**src/rtl/mux4_rr_arbiter.sv**
```systemverilog
// Round-robin arbiter for a 4:1 single-bit mux: owns the select lines and gates the data output.
// Optional per-owner hold limit compiled in with `define ARB_TIMEOUT_EN (MAX_HOLD cycles).
module mux4_rr_arbiter #(
  parameter int MAX_HOLD = 8
) (
  input  logic       clk,
  input  logic       rst,
  input  logic [3:0] req,
  input  logic [3:0] w,
  output logic [3:0] grant,
  output logic [1:0] s,
  output logic       busy,
  output logic       y
);

  localparam logic [0:0] ST_IDLE  = 1'b0;
  localparam logic [0:0] ST_GRANT = 1'b1;

  if (MAX_HOLD < 2 || MAX_HOLD > 255) begin : g_bad_max_hold
    $error("mux4_rr_arbiter: MAX_HOLD must be in 2..255");
  end

  logic [0:0] r_state;
  logic [1:0] r_ptr;
  logic [1:0] r_owner;
  logic [3:0] r_grant;
  logic [1:0] r_s;

  logic [3:0] w_own_oh;
  logic [3:0] w_others;
  logic       w_release;
  logic       w_timeout;
  logic [1:0] w_ptr_ho;
  logic [1:0] w_pick_idle;
  logic [1:0] w_pick_ho;

  // First set bit of m, scanning circularly upward from base.
  function automatic logic [1:0] pick(input logic [3:0] m, input logic [1:0] base);
    logic [1:0] idx;
    logic       found;
    pick  = base;
    found = 1'b0;
    for (int k = 0; k < 4; k++) begin
      idx = base + 2'(k);
      if (!found && m[idx]) begin
        pick  = idx;
        found = 1'b1;
      end
    end
  endfunction

  assign w_own_oh    = 4'b0001 << r_owner;
  assign w_others    = req & ~w_own_oh;
  assign w_release   = (r_state == ST_GRANT) && !req[r_owner];
  assign w_ptr_ho    = r_owner + 2'd1;
  assign w_pick_idle = pick(req, r_ptr);
  assign w_pick_ho   = pick(w_others, w_ptr_ho);

`ifdef ARB_TIMEOUT_EN
  localparam logic [7:0] LP_HOLD_LAST = 8'(MAX_HOLD - 1);

  logic [7:0] r_hold_cnt;
  logic       w_at_limit;

  assign w_at_limit = (r_hold_cnt == LP_HOLD_LAST);
  // Preempt only when someone else is waiting; a lone owner just wraps the counter.
  assign w_timeout  = (r_state == ST_GRANT) && req[r_owner] && w_at_limit && (|w_others);

  always_ff @(posedge clk) begin
    if (rst) begin
      r_hold_cnt <= 8'd0;
    end else if (r_state == ST_IDLE || w_release || w_timeout || w_at_limit) begin
      r_hold_cnt <= 8'd0;
    end else begin
      r_hold_cnt <= r_hold_cnt + 8'd1;
    end
  end
`else
  assign w_timeout = 1'b0;
`endif

  always_ff @(posedge clk) begin
    if (rst) begin
      r_state <= ST_IDLE;
      r_ptr   <= 2'd0;
      r_owner <= 2'd0;
      r_grant <= 4'b0000;
      r_s     <= 2'd0;
    end else begin
      case (r_state)
        ST_IDLE: begin
          if (|req) begin
            r_owner <= w_pick_idle;
            r_grant <= 4'b0001 << w_pick_idle;
            r_s     <= w_pick_idle;
            r_state <= ST_GRANT;
          end
        end
        default: begin
          if (w_release || w_timeout) begin
            r_ptr <= w_ptr_ho;
            // Direct handoff in the same edge keeps the mux busy with no idle gap.
            if (|w_others) begin
              r_owner <= w_pick_ho;
              r_grant <= 4'b0001 << w_pick_ho;
              r_s     <= w_pick_ho;
            end else begin
              r_grant <= 4'b0000;
              r_state <= ST_IDLE;
            end
          end
        end
      endcase
    end
  end

  assign grant = r_grant;
  assign s     = r_s;
  assign busy  = |r_grant;
  assign y     = busy & w[r_s];

endmodule

```
**config.mk**
```make
export PLATFORM = sky130hd
export DESIGN_NAME = mux4_rr_arbiter
export DESIGN_NICKNAME = d
export VERILOG_FILES = /design/src/rtl/mux4_rr_arbiter.sv
export SDC_FILE = /design/constraint.sdc
export NUM_CORES = 1
export LEC_CHECK = 0
export ABC_AREA = 1
export CAP_MARGIN = 0
export CORE_ASPECT_RATIO = 1.5
export CORE_MARGIN = 3
export CORE_UTILIZATION = 35
export CTS_CLUSTER_SIZE = 24
export DETAILED_ROUTE_END_ITERATION = 16
export GPL_TIMING_DRIVEN = 0
export PLACE_DENSITY = 0.56
export SETUP_SLACK_MARGIN = 0.2
export SLEW_MARGIN = 0
export SYNTH_ARGS = -nofsm -noshare
export SYNTH_HDL_FRONTEND = slang
export SYNTH_SLANG_ARGS = --single-unit
export TNS_END_PERCENT = 1
```
**constraint.sdc**
```tcl
create_clock -name clk -period 3 [get_ports clk]
set_input_delay 0.9 -clock clk [delete_from_list [all_inputs] [get_ports clk]]
set_output_delay 0.9 -clock clk [all_outputs]
set_load 0.005 [all_outputs]
```
==> reports/qor.yml <==
place:
  place_hpwl_mm: 2.803
  placedCellCount: 293
  io_buffers: 17
  pre_cts_ws_ns: -0.1080
  place.gp.congestion: 0.7572
  placed_area_um2: 1545
clocking:
  cts_root_buf: "clkbuf_8"
  postCtsSetupRepairBufs: 0
  cts_tree: "yes"
  clk_latency_ns: 0.23
  cts_max_level: 1
  numCtsBuffers: 3
  clock-sinks: 9
  clk_path_buf_depth: 2
  clk_pin_slew_ns: 0.04
worst_setup_path:
  path_class: "primary input to output port"
  cp.required_ns: 2.10
  crit_path_end_kind: "output port"
  worst-path-max-fanout: 1
  cpMaxStageDelayCell: "clkdlybuf4s50_1"
  r2r_cells: 18
  crit_chain: "clkdlybuf4s50_1 > o21ai_1 > a21oi_1 > buf_2"
  worst-r2r-setup-slack_ns: 0.56
  crit_arrival_ns: 1.67
  crit_path_max_incr_delay_ns: 0.45
  cp-start-kind: "primary input"
cells_and_area:
  ff_latch_area_um2: 180.2
  final_nets: 270
  drive_above_1_share_pct: 19.22
  design_area_um2: 1590
  multi_input_area_um2: 989.7
  finalNonFillerCells: 297
  synthToLayoutAreaGrowth_pct: 20.25
  fin_util_pct: 45.26
  diodes: 0
  n_fill_cell: 417
yosys:
  synth_top_area_cell: "nand2_1"
  seq_area_frac_synth_pct: 13.62
  syn_avg_cell_area_um2: 5.652
  synth_area_leaders: "nand2_1, dfxtp_1, nand3_1, nand2_2, nor2_1"
  synthesis.area_um2: 1323
  syn_inst: 234
  syn-num-nets: 248
  synth_seq_cells: 9
  ys_warn_count: 0
  synth_top_area_share_pct: 22.71
  ys_types: 24
timing:
  fin_crit_sh_pct: 85.64
  postLayoutSetupSlackWorst_ns: 0.4308
  skew_ns: 0.0004284
  fmax_mhz: 389.2
  holdWs_ns: 0.5625
  hold_violations: 0
  period_minus_slack_ns: 2.569
  worstMarginPinSlew_ns: 0.4149
  final-max-slew-violation-count: 0
  setup_viol_count_final: 0
  maxSlewHeadroom_pct: 72.09
  tns_ns: 0
  rsz0062_at_grt: "yes"
route:
  wire_per_inst_um: 11.48
  drt_wl_total_mm: 3.409
  drt_iter0_drc: 56
  drc: 0
  dr.pass1.iters: 4
  detail-route-antenna-nets: 0
  vias: 1444
  vias_per_cell: 4.862
grt:
  grt_max_degree: 12
  grt_overflow: 0
  grt_pass1_wl_mm: 6.168
  grt_pass1_vias: 1408
  track_usage_pct: 16.40
  grt_antenna_before_repair: 0
pwr:
  p_leak_nw: 0.8274
  finalPower_mw: 1.932
  vdd_drop_max_v: 0.0007202
  power_density_nw_per_um2: 1215
floorplanning:
  num_io_pins: 18
  die-area_um2: 4567
  core_um2: 3513
  die_x_um: 56.19
  fp.dieH_um: 81.29
  row_count: 26
  initial_core_util_pct: 37.64
worst_hold_path:
  hold_depth: 2
  hp-class: "flop to flop"
job:
  cap_violations: 0
run_status:
  status: "finished, final reports clean"
## flip-flops by register name, indices dropped and copies added (netlist names)
register and cells:
r_ptr 2, s 2, grant 4, r_state 1
## kinds of logic after synthesis
group                    share of synthesized area (%)
AO/OA/AOI/OAI                                    8.798
adder cells (fa/ha/maj)                          3.784
buffers and inverters                            11.54
flip-flops                                       13.62
AND/OR/NAND/NOR                                  62.25
## path summary, 6_finish.rpt
path | start | endpoint
min reg2reg | grant[2] | grant[2]
min | grant[2] | grant[2]
max reg2reg | s[0] | grant[2]
max | w[3] | y
## layout by cell type, fill, tap and decap left out, types with 5 or more instances in the layout
cell type	n
nand2_2	21
a21oi_1	6
o21ai_0	11
dfxtp_1	9
nand3_1	33
nand3_2	6
nor2_1	22
inv_2	5
clkdlybuf4s50_1	14
nand2_1	80
inv_1	17
## cell usage after synthesis
| cell type | count |
|---|---|
| nor2_2 | 1 |
| buf_4 | 1 |
| nand3_4 | 1 |
| nor2_1 | 22 |
| nand3_1 | 33 |
| dfxtp_1 | 9 |
| buf_12 | 1 |
| o22ai_1 | 2 |
| a21oi_1 | 6 |
| nand3_2 | 6 |
| nand2_2 | 21 |
| inv_1 | 17 |
| nor3_2 | 1 |
| nor3_1 | 2 |
| a21oi_2 | 1 |
| nor4_1 | 1 |
| nand2_1 | 80 |
| buf_6 | 3 |
| inv_2 | 5 |
| ha_1 | 4 |
| nor2_4 | 2 |
| nand2_4 | 1 |
| o21ai_0 | 13 |
| inv_6 | 1 |
## worst max-delay path: cells and delay by family
kind / cells / cell delay (ns)
buffers and inverters: 2 / 0.58
AOI/OAI and AO/OA: 2 / 0.19
## layer usage
| metal | GRT usage [%] | share of wire, % | up-vias |
|---|---|---|---|
| li1 | - | - | 792 |
| met5 | 0 | 0 | - |
| met1 | 20.47 | 46 | 632 |
| met3 | 0.4769 | 1.0 | 5 |
| met4 | 6.413 | 1.8 | 0 |
| met2 | 29.63 | 52 | 15 |
## where the power goes
| part | switching [mW] | internal, mW |
|---|---|---|
| combinational | 0.983 | 0.595 |
| sequential | 0.0510 | 0.164 |
| clock | 0.0466 | 0.0924 |
| total | 1.08 | 0.851 |
## layout make-up
class	count	share of cell area, %
multi-input cells	197	62.23
well taps	42	3.304
repair buffers	17	10.70
inverters	23	5.743
plain buffers	5	3.855
flip-flops and latches	9	11.33
clock buffers	4	2.832
## timing repair
action | 4_1_cts | 5_1_grt
endpoints found under the hold margin | 0 | 0
gates resized for setup | 4 | 4
hold buffers | 0 | 0
pin swaps | 0 | 3
setup endpoints to repair | 1 | 2
gates cloned | 0 | 0
Power figures use the tool's default switching activity.
